`config.mk`:
```
export PLATFORM = sky130hd
export DESIGN_NAME = ifetch_resp
export DESIGN_NICKNAME = d
export VERILOG_FILES = /design/src/rtl/ifetch_resp.sv
export SDC_FILE = /design/constraint.sdc
export NUM_CORES = 1
export LEC_CHECK = 0
export BUFFER_PORTS_ARGS = -buffer_cell sky130_fd_sc_hd__buf_2
export CORE_AREA = 2 2 112 114
export DETAILED_ROUTE_END_ITERATION = 16
export DIE_AREA = 0 0 114 116
export SYNTH_ARGS = -nofsm -noshare
export SYNTH_HDL_FRONTEND = slang
export SYNTH_SLANG_ARGS = --single-unit
```
`constraint.sdc`:
```
create_clock -name clk -period 5.91 [get_ports clk]
set_input_delay 0.591 -clock clk [delete_from_list [all_inputs] [get_ports clk]]
set_output_delay 0.591 -clock clk [all_outputs]
set_load 0.05 [all_outputs]
```
`src/rtl/ifetch_resp.sv`:
```
// Instruction-fetch responder: one memory read per PC value, valid/ready to decode, pc_write back to the PC.
// Optional WAIT timeout with sticky fetch_err is enabled by defining IFETCH_TIMEOUT_EN.
module ifetch_resp #(
    parameter logic [31:2] RESET_ADDR = 30'h0c00,
    parameter int          MAX_WAIT   = 15,
    parameter int          CNT_W      = 4
) (
    input  logic        clk,
    input  logic        rst,
    input  logic [31:2] pc,
    input  logic        flush,
    input  logic        id_ready,
    output logic        mem_req,
    output logic [31:2] mem_addr,
    input  logic        mem_ack,
    input  logic [31:0] mem_rdata,
    output logic [31:0] instr,
    output logic [31:2] instr_pc,
    output logic        instr_valid,
    output logic        pc_write,
    output logic        fetch_err
);

    typedef enum logic [1:0] {IDLE, ISSUE, WAIT, VALID} state_t;

    state_t state, state_nx;
    logic   discard;
    logic   ack;
    logic   timeout;

    // An ack only counts against a request we actually have outstanding.
    assign ack = mem_ack & mem_req;

`ifdef IFETCH_TIMEOUT_EN
    logic [CNT_W-1:0] wait_cnt;

    assign timeout = (state == WAIT) && !ack && (wait_cnt == CNT_W'(MAX_WAIT - 1));

    always_ff @(posedge clk or posedge rst) begin
        if (rst) begin
            wait_cnt  <= '0;
            fetch_err <= 1'b0;
        end else begin
            if (state == WAIT && !ack && !timeout)
                wait_cnt <= wait_cnt + 1'b1;
            else
                wait_cnt <= '0;
            if (timeout)
                fetch_err <= 1'b1;
        end
    end
`else
    assign timeout   = 1'b0;
    assign fetch_err = 1'b0;
`endif

    always_comb begin
        state_nx = state;
        case (state)
            IDLE:  state_nx = ISSUE;
            ISSUE: if (!flush) state_nx = WAIT;
            WAIT: begin
                if (ack)
                    state_nx = (discard || flush) ? ISSUE : VALID;
                else if (timeout)
                    state_nx = ISSUE;
            end
            VALID: if (flush || id_ready) state_nx = ISSUE;
            default: state_nx = IDLE;
        endcase
    end

    assign pc_write = !rst && (flush || (state == VALID && id_ready));

    always_ff @(posedge clk or posedge rst) begin
        if (rst) begin
            state       <= IDLE;
            mem_req     <= 1'b0;
            mem_addr    <= RESET_ADDR;
            instr       <= '0;
            instr_pc    <= RESET_ADDR;
            instr_valid <= 1'b0;
            discard     <= 1'b0;
        end else begin
            state <= state_nx;
            case (state)
                ISSUE: begin
                    // On flush the PC is loaded at this edge; latch the target next cycle.
                    if (!flush) begin
                        mem_addr <= pc;
                        mem_req  <= 1'b1;
                    end
                end
                WAIT: begin
                    if (ack) begin
                        mem_req <= 1'b0;
                        discard <= 1'b0;
                        if (!(discard || flush)) begin
                            instr       <= mem_rdata;
                            instr_pc    <= mem_addr;
                            instr_valid <= 1'b1;
                        end
                    end else if (timeout) begin
                        mem_req <= 1'b0;
                        discard <= 1'b0;
                    end else if (flush) begin
                        // The bus has no cancel, so remember to drop the stale data.
                        discard <= 1'b1;
                    end
                end
                VALID: if (flush || id_ready) instr_valid <= 1'b0;
                default: ;
            endcase
        end
    end

endmodule

```
After elaboration in Yosys (flattened, before gate mapping)
Cells that the tools add are included.

Output and inout bits: 96. Input port bits: 67. Register bits: 97. Word-level logic and storage cells: 47.

Mux-type cells: 14. Equal/unequal tests: 7. Reduce and logical (&&, ||, !) cells: 16. Bitwise logic cells: 3.

Operators by type and width (count): AND reduction 3 bit (3); two-way mux 2 bit (4); one-hot mux 2 bit (4 select lines) (1); two-way mux 1 bit (7); inequality test 2 bit, second input constant (3); nonzero test 2 bit (3); == test 2 bit, second input constant (2); one-hot mux 1 bit (2 select lines) (2); AND reduction 2 bit (2); AND reduction 4 bit (1); logical OR 1 bit (3); == test 2 x 1 -> 1 bit, second input constant (1); logical AND 1 bit (2); zero test 2 bit (1); inequality test 2 x 1 -> 1 bit, second input constant (1); inverter 1 bit (2); bitwise AND 1 bit (1); zero test 1 bit (1).

Longest topological paths before layout
Gate-level depths: netlist of run 1.

Depth after elaboration: 4. Mapped depth: 7. Gate-level depth less buffers: 5.

Least setup slack after synthesis of run 1
No wires, ideal clock.

Path kind: input -> output. From: input flush. To: output pc_write. Buffers on the path: 1. Data required time: 5.319 ns. Stages on the path: 3. Slack: 3.875 ns. Data arrival time: 1.444 ns. Cell sequence: buf_2 > a21oi_1 > nor2_1.

Longest elaborated chain between the ends: 2.

RTL lines: start, declared (RTL line 11) `input logic flush,`; logical OR 1 bit (RTL line 73) `assign pc_write = !rst && (flush || (state == VALID && id_ready));`; logical AND 1 bit (RTL line 73); end, declared (RTL line 20) `output logic pc_write,`.

Every way passes these cells.

Worst setup path after layout of run 1
From: register state[0]. To: register instr_pc[24] (netlist bit).

Longest elaborated chain between the ends: 2.

RTL lines: start, declared (RTL line 26) `state_t state, state_nx;`; start signal, assigned (RTL line 85) `state <= state_nx;`; == test 2 bit (RTL line 86) `case (state)`; AND reduction 3 bit (no source line); end signal, assigned (RTL line 100) `instr_pc <= mem_addr;`; end, declared (RTL line 18) `output logic [31:2] instr_pc,`.

Every way passes these cells. A chain may end at the register's enable or synchronous reset.

==> reports/results.ini, run 1 <==
[sta]
fin_hold_ws_ns = 0.303
max_freq_ghz = 0.428
drv_slew = 0
fin_crit_sh_pct = 39.6
final.setup.tns_ns = 0
finalCriticalPeriod_ns = 2.34
hold_violations = 0
tightestPinTransition_ns = 1.17
slew_headroom_pct = 22.3
setup_viol = 0
rsz0062_at_grt = no
clock_skew_ns = 0.00691
fin_ws_ns = 3.57

[yosys]
synthXorXnorAreaFrac_pct = 0
synth_top_family_by_area = multiplexers
synth_compound_area_share_pct = 2.47
synth.area.top_cells = dfrtp_1 57%, mux2_4 22%, mux2_2 8.8%
syn_inst = 239
synth_top_area_share_pct = 56.8
synth-adder-area-share_pct = 1.22
synth_edf_count = 0
synth_simple_gate_area_share_pct = 1.80
synth.distinct_cells = 31
synth_commonest_cells = 93 x dfrtp_1, 60 x mux2_4, 32 x mux2_2
synth.most_common_cell = dfrtp_1
syn-num-nets = 310
synth.avg_cell_area_sq_um = 17.1
synth_top_flop_cell = dfrtp_1
syn-cell-area_sq_um = 4100
yosys_warnings = 0
seq_area_frac_synth_pct = 59.4
yosysTopAreaCell = dfrtp_1
ys_ff_latch = 97
synthArstFlopShare_pct = 100
muxShareOfSynthArea_pct = 30.8

[clock_network]
cts_tree = built
clk_latency_ns = 0.34
cts_root_buffer = clkbuf_16
clkTransAtPathRegs_ns = 0.07
clock_sinks = 97
ctsHoldBuffers = 0
cts-buffers-inserted = 9
clock_path_buffers = 2
postCtsResizedCells = 0
cts_setup_buffers = 0
cts_max_level = 3

[worst_setup_path]
path_max_fanout = 62
r2r-start = state[0]
end_kind = flip-flop
worst_path_largest_cell_delay_ns = 0.95
r2r_slack_ns = 3.57
start_kind = flip-flop
path_class = reg2reg
arrival_ns = 2.56
required_ns = 6.13
path_cells = inv_1 -> ha_1 -> or4b_4 -> mux2_4
cp_slowest_cell = or4b_4
r2r-end = instr_pc[24]
reg2reg_depth = 4

[worst_hold_path]
hp-class = in2async

[detailed_routing]
num_vias = 2495
drtIter0Drc = 95
viasPerCell = 4.53
final_antenna_net_count = 0
dr.pass1.iters = 4
routed_wl_mm = 8.11
wl_per_cell_um = 14.7
post-route-drc-count = 0

[global_routing]
first_global_vias = 2505
grt_pass1_wl_mm = 12.6
antenna_found_initial = 0
grt_usage_pct = 12.4
gr-total-overflow = 0
grt_max_degree = 63

[placed_design]
port_buffers = 161
pre_cts_slack_ns = 3.48
dp_hpwl_mm = 5.67
gp_congestion = 0.731

[layout]
multi_input_area_sq_um = 1500
n_antenna_cell = 0
final_layout_size_suffix_gt1_share_pct = 68.8
nFillCells = 1097
fin_nets = 470
synthToLayoutAreaGrowth_pct = 29.1
register_area_sq_um = 2430

[floorplanning]
dieHeight_um = 116
dieWidth_um = 114
rows = 40
core_sq_um = 11900
start_util_pct = 34.4
dieArea_sq_um = 13200
ios = 163

[status]
status = finished clean

[job]
max_cap_violations = 0

final cells by class:
| class | instances | share of cell area [%] |
|---|---|---|
| Sequential cell | 97 | 46.0 |
| Multi-Input combinational cell | 125 | 28.3 |
| Timing Repair Buffer | 162 | 15.4 |
| Clock buffer | 11 | 4.59 |
| Tap cell | 147 | 3.48 |
| Clock inverter | 5 | 1.94 |
| Inverter | 4 | 0.331 |
sequential cells by signal (all words and copies together), names as in the netlist:
| name | flops |
|---|---|
| discard | 1 |
| instr | 32 |
| instr_pc | 30 |
| instr_valid | 1 |
| mem_addr | 30 |
| mem_req | 1 |
| state | 2 |
cell usage in the layout (no fill, tap or decap):
cell type / netlist / layout
nor2b_1: 2 / 1
nand2_1: 2 / 2
nor2_1: 3 / 3
a31oi_1: 1 / 1
o211a_1: 1 / 1
mux2_2: 32 / 32
inv_1: 4 / 3
a311oi_1: 1 / 1
ha_1: 4 / 4
nor2b_4: 0 / 1
nand2_2: 1 / 1
buf_2: 1 / 161
o21ai_0: 4 / 4
o21a_1: 1 / 1
nand3_1: 1 / 1
o2bb2ai_1: 1 / 1
nor3_1: 1 / 1
mux2_4: 60 / 60
dfrtp_1: 93 / 93
clkbuf_16: 0 / 9
dfstp_2: 4 / 4
clkbuf_8: 0 / 1
bufinv_16: 0 / 3
o311ai_0: 1 / 1
conb_1: 1 / 1
inv_4: 0 / 1
a21bo_2: 1 / 1
clkinv_2: 0 / 1
buf_4: 1 / 1
or4b_4: 1 / 1
o22ai_1: 1 / 1
clkinvlp_4: 0 / 1
a21oi_1: 3 / 3
nand2b_1: 2 / 2
clkbuf_1: 1 / 1
routing by layer:
layer	global-route usage, %	vias up	share of wire (%)
met5	0	-	0
li1	-	1160	-
met1	15.7	1221	45
met2	18.8	102	45
met3	4.39	12	7.8
met4	6.10	0	2.1
critical path: cells and delay by family (launching register included):
family	cells	cell delay (ns)
buf+inv	1	0.10
fa+ha+maj	1	0.23
mux	1	0.47
flops	1	0.43
simple gates	1	0.95
logic make-up after synthesis:
kind of cell | count (synthesis)
compound gates | 15
fa+ha+maj | 4
buf+inv | 17
flops | 97
mux | 92
other cells | 1
simple gates | 13
how the worst max path moves through the flow:
| stage | from | endpoint | depth (start not counted) |
|---|---|---|---|
| 3_5_place_dp | flush | instr_pc[24] | 3 |
| 4_1_cts | state[0] | instr_pc[31] | 4 |
| 2_1_floorplan | rst | discard | 1 |
| 6_report | state[0] | instr_pc[24] | 4 |
| 3_3_place_gp | flush | instr_pc[23] | 3 |
| 5_1_grt | state[0] | instr_pc[2] | 4 |
metrics by stage:
| step | util [%] | instance area [sq um] | instances |
|---|---|---|---|
| 5_1_grt | 44.4 | 5290 | 551 |
| 2_1_floorplan | - | 4100 | 239 |
| 3_3_place_gp | 41.5 | 4940 | 535 |
| 3_5_place_dp | 41.5 | 4940 | 535 |
| 6_report | 44.4 | 5290 | 551 |
| 4_1_cts | 44.4 | 5290 | 551 |
Power of run 1 is not shown: default switching activity piles up to over one toggle a cycle in this logic, so the estimate is an artifact.
==> inputs of run 2 (changes only) <==
==> constraint.sdc (replaced) <==
create_clock -name clk -period 2.4 [get_ports clk]
set_input_delay 0.24 -clock clk [delete_from_list [all_inputs] [get_ports clk]]
set_output_delay 0.24 -clock clk [all_outputs]
set_load 0.05 [all_outputs]
==> run 2 against run 1 <==
Register-to-register slack worse by 3.3 ns. Largest cell class unchanged. Setup slack worse by 3.3 ns. Via count is 1.4% higher. Final cell count is 0.91% higher. Global-route usage is 1.3 points higher. Design area is 0.95% higher. Sequential cell count stayed put. Count of clock-buffer cells in the layout stayed put. First-iteration DRC count is 8.4% lower.
==> reports/results.ini, run 2 (synthesized netlist as in run 1, its figures left out) <==
[status]
status = finished clean

[worst_setup_path]
path_max_fanout = 29  ; -53%
cp_top_family = simple AND/OR/NAND/NOR gates
end_kind = flip-flop
r2r_slack_ns = 0.24  ; -3.33 ns
arrival_ns = 2.39  ; -0.17 ns
cp_slowest_cell = or4b_4
worst_path_largest_cell_delay_ns = 0.65  ; -0.30 ns
start_kind = flip-flop
path_class = reg2reg
required_ns = 2.62  ; -3.51 ns
path_buf_inv = 2  ; +1
path_cells = inv_1 -> ha_1 -> or4b_4 -> buf_12 -> mux2_4

[global_routing]
grt_pass1_wl_mm = 13.7  ; +8.2%
first_global_vias = 2605  ; +4.0%
grt_max_degree = 40  ; -37%
grt_usage_pct = 13.7  ; +1.3 points
gr-total-overflow = 0  ; unchanged
antenna_found_initial = 0  ; unchanged

[sta]
hold_violations = 0  ; unchanged
final.setup.tns_ns = 0  ; unchanged
slew_headroom_pct = 54.0  ; +32 points
fin_crit_sh_pct = 90.1  ; +50 points
drv_slew = 0  ; unchanged
tightestPinTransition_ns = 0.689  ; -0.477 ns
rsz0062_at_grt = no
fin_ws_ns = 0.239  ; -3.33 ns
max_freq_ghz = 0.463  ; +8.2%
clock_skew_ns = 0.00690  ; -0.0000111 ns
finalCriticalPeriod_ns = 2.16  ; -0.177 ns
setup_viol = 0  ; unchanged

[clock_network]
ctsHoldBuffers = 0  ; unchanged
cts_root_buffer = clkbuf_16
clock_sinks = 97  ; unchanged
cts_tree = built
cts_max_level = 3  ; unchanged
clk_latency_ns = 0.34  ; about the same
clock_path_buffers = 2  ; unchanged
clkTransAtPathRegs_ns = 0.07  ; about the same
postCtsResizedCells = 0  ; unchanged
cts-buffers-inserted = 9  ; unchanged
cts_setup_buffers = 0  ; unchanged

[layout]
largest_register = instr
final_cells = 556  ; +0.91%
largest_reg_flops = 32  ; unchanged
final_layout_size_suffix_gt1_share_pct = 69.1  ; +0.31 points
final_cell_mix = 161 x buf_2, 93 x dfrtp_1, 60 x mux2_4, 32 x mux2_2, 9 x clkbuf_16
final_common_cell = buf_2
fin_nets = 474  ; +0.85%
reg_top3 = instr x32, instr_pc x30, mem_addr x30
synthToLayoutAreaGrowth_pct = 30.4

[floorplanning]
core_sq_um = 11900  ; unchanged
start_util_pct = 34.4  ; unchanged
rows = 40  ; unchanged
dieHeight_um = 116  ; unchanged
dieArea_sq_um = 13200  ; unchanged
dieWidth_um = 114  ; unchanged
ios = 163  ; unchanged

[pwr]
vdd_drop_max_mv = 0.789
p_leak_uw = 0.00291
power.density_nw_per_um2 = 1630

[placed_design]
gp_congestion = 0.740  ; +1.2%
placedCellCount = 539  ; +0.75%
port_buffers = 161  ; unchanged
dp_hpwl_mm = 6.13  ; +8.1%
pre_cts_slack_ns = 0.280  ; -3.20 ns

[worst_hold_path]
hp-class = in2async

[job]
max_cap_violations = 0  ; unchanged

[detailed_routing]
final_antenna_net_count = 0  ; unchanged
num_vias = 2530  ; +1.4%
dr.pass1.iters = 3  ; -1
routed_wl_mm = 8.58  ; +5.9%
post-route-drc-count = 0  ; unchanged
drtIter0Drc = 87  ; -8.4%
wl_per_cell_um = 15.4  ; +4.9%
viasPerCell = 4.55  ; +0.49%

[run 2: metrics by stage]
| stage | power (uW) | hold WS [ns] | util [%] | cell area [sq um] |
|---|---|---|---|---|
| floorplan | 6300 | 0.344 | - | 4100 |
| finish | 8720 | 0.00952 | 44.8 | 5340 |
| global route | 9160 | 0.0491 | 44.8 | 5340 |
| global placement | 7280 | 0.390 | 42.3 | 5040 |
| CTS | 8840 | 0.0174 | 44.8 | 5340 |
| detailed placement | 7350 | 0.393 | 42.3 | 5040 |
[run 2: worst paths after layout]
check / cells after the start / from / end
min in group clk: 2 / pc[25] / mem_addr[25]
worst max-delay path: 5 / state[0] / instr[11]
worst min register to register: 1 / instr[8] / instr[8]
worst min-delay path: 2 / rst / mem_req
worst max register to register: 5 / state[0] / instr[11]
max in group asynchronous: 3 / rst / mem_addr[13]
[run 2: layout make-up]
cell class | instances | area [sq um]
Inverter | 4 | 18.8
Timing Repair Buffer | 166 | 906
Clock buffer | 11 | 243
Multi-Input combinational cell | 125 | 1500
Antenna cell | 1 | 2.50
Clock inverter | 5 | 56.3
Sequential cell | 97 | 2430
Tap cell | 147 | 184
Fill cell | 1109 | 6570
[run 2: report_power, final]
group	switching, uW	internal [uW]
sequential	443	2350
clock	602	834
combinational	3100	1390
total	4150	4570
[run 2: metal layers]
layer / vias to the layer above / track usage (%) / wire (um)
li1: 1177 / - / -
met1: 1237 / 17.5 / 3780
met2: 104 / 20.9 / 3910
met3: 12 / 4.55 / 712
met4: 0 / 6.59 / 181
met5: - / 0 / 0
Power figures use the tool's default switching activity.
==> inputs of run 3 (changes only) <==
--- a/config.mk
+++ b/config.mk
@@ -9,6 +9,7 @@
 export CORE_AREA = 2 2 112 114
 export DETAILED_ROUTE_END_ITERATION = 16
 export DIE_AREA = 0 0 114 116
+export PLACE_DENSITY = 0.59
 export SYNTH_ARGS = -nofsm -noshare
 export SYNTH_HDL_FRONTEND = slang
 export SYNTH_SLANG_ARGS = --single-unit
==> run 3 against run 2 <==
Sequential cell count unchanged. Register-to-register slack improved by 0.05 ns. Critical endpoint is now instr[28]. Fmax grew 2.6%. Core utilization about the same. Die area stayed put. Global-route usage fell by 1.1 points.
==> reports/results.ini, run 3 (synthesized netlist as in run 1, its figures left out) <==
[detailed_routing]
top_layer = met4
wl_per_cell_um = 14.7  ; -4.7%
num_vias = 2516  ; -0.55%
dr_wl_met3_um = 663  ; -6.9%
wl_met2_mm = 3.44  ; -12%
post-route-drc-count = 0  ; unchanged
wl_met1_mm = 3.89  ; +2.8%
final_antenna_net_count = 0  ; unchanged
routed_wl_mm = 8.17  ; -4.8%
dr.pass1.iters = 4  ; +1
viasPerCell = 4.53  ; -0.37%
drtIter0Drc = 96  ; +10%

[clock_network]
cts_setup_buffers = 0  ; unchanged
clk_latency_ns = 0.34  ; about the same
cts_root_buffer = clkbuf_16
ctsHoldBuffers = 0  ; unchanged
clkTransAtPathRegs_ns = 0.06  ; about the same
clock_sinks = 97  ; unchanged
clock_path_buffers = 2  ; unchanged
cts_max_level = 3  ; unchanged
cts_tree = built
cts-buffers-inserted = 9  ; unchanged
postCtsResizedCells = 0  ; unchanged

[worst_setup_path]
arrival_ns = 2.34  ; -0.05 ns
start_kind = flip-flop
path_cells = inv_1 -> ha_1 -> or4b_4 -> buf_12 -> mux2_4
end_kind = flip-flop
worst_path_largest_cell_delay_ns = 0.66  ; about the same
path_buf_inv = 2  ; unchanged
path_max_fanout = 26  ; -10%
cp_slowest_cell = or4b_4
cp_top_family = simple AND/OR/NAND/NOR gates
required_ns = 2.63  ; about the same
path_class = reg2reg

[floorplanning]
dieHeight_um = 116  ; unchanged
ios = 163  ; unchanged
core_sq_um = 11900  ; unchanged
rows = 40  ; unchanged
start_util_pct = 34.4  ; unchanged
dieArea_sq_um = 13200  ; unchanged
dieWidth_um = 114  ; unchanged

[job]
max_cap_violations = 0  ; unchanged

[global_routing]
grt_pass1_wl_mm = 12.8  ; -6.6%
grt_usage_pct = 12.6  ; -1.1 points
grt_max_degree = 98  ; +150%
antenna_found_initial = 1  ; +1
gr-total-overflow = 0  ; unchanged
first_global_vias = 2504  ; -3.9%

[layout]
synthToLayoutAreaGrowth_pct = 30.5  ; about the same
fin_nets = 474  ; unchanged
largest_register = instr
final_common_cell = buf_2
n_antenna_cell = 0  ; -1
final_layout_size_suffix_gt1_share_pct = 69.1  ; unchanged
nFillCells = 1105  ; -0.36%
largest_reg_flops = 32  ; unchanged
reg_top3 = instr x32, instr_pc x30, mem_addr x30
final_cell_mix = 161 x buf_2, 93 x dfrtp_1, 60 x mux2_4, 32 x mux2_2, 9 x clkbuf_16

[placed_design]
port_buffers = 161  ; unchanged
gp_congestion = 0.720  ; -2.7%
dp_hpwl_mm = 5.63  ; -8.2%

[sta]
setup_viol = 0  ; unchanged
fin_hold_ws_ns = 0.0507  ; +0.0412 ns
hold_violations = 0  ; unchanged
max_freq_ghz = 0.475  ; +2.6%
rsz0062_at_grt = no
final.setup.tns_ns = 0  ; unchanged
finalCriticalPeriod_ns = 2.11  ; -0.0545 ns
slew_headroom_pct = 66.0  ; +12 points
drv_slew = 0  ; unchanged
tightestPinTransition_ns = 0.509  ; -0.179 ns
fin_crit_sh_pct = 87.8  ; -2.3 points
clock_skew_ns = 0.00451  ; -0.00239 ns

[status]
status = finished clean

[worst_hold_path]
hp-class = in2async

==> run 3: cell count changes in the layout (fill, tap and decap cells not counted), sizes merged <==
cell | previous run | this run
bufinv | 1 | 2
clkbuf | 11 | 12
clkinv | 3 | 1
clkinvlp | 2 | 1
diode | 1 | 0
inv | 3 | 4
==> run 3: final cells by class <==
type | count | area [sq um] | area share [%]
flip-flops and latches | 97 | 2430 | 45.5
well taps | 147 | 184 | 3.44
clock inverters | 4 | 73.8 | 1.38
multi-input cells | 125 | 1500 | 28.0
clock buffers | 12 | 256 | 4.80
inverters | 4 | 18.8 | 0.351
repair buffers | 166 | 881 | 16.5
==> run 3: layer usage <==
layer	global-route usage, %	vias up
met3	4.13	11
met4	6.83	0
met5	0	-
met2	17.4	111
met1	17.5	1233
li1	-	1161
==> run 3: worst register-to-register path: stages, from the launching register on <==
cell     delay [ns]
dfrtp_1        0.43
inv_1          0.10
ha_1           0.22
or4b_4         0.66
buf_12         0.26
mux2_4         0.33
==> run 3: path summary, 6_finish.rpt <==
kind                            startpoint      endpoint  slack [ns]  depth (start not counted)
worst max register to register    state[0]     instr[28]        0.29                          5
worst max-delay path              state[0]     instr[28]        0.29                          5
worst min register to register    instr[9]      instr[9]        0.50                          1
worst min-delay path                   rst   instr_valid        0.05                          3
max in group asynchronous              rst  mem_addr[13]        1.95                          3
min in group clk                     pc[2]   mem_addr[2]        0.12                          2
==> run 3: stage by stage <==
step | util, % | setup WS [ns] | std cells | area (sq um)
final | 44.9 | 0.293 | 555 | 5340
after global routing | 44.9 | 0.197 | 555 | 5340
after CTS | 44.9 | 0.278 | 555 | 5340
after detailed placement | 42.1 | 0.288 | 539 | 5010
after global placement | 42.1 | 0.350 | 539 | 5010
after floorplan | - | 0.366 | 239 | 4100
Power of run 3 is left out for the same reason.
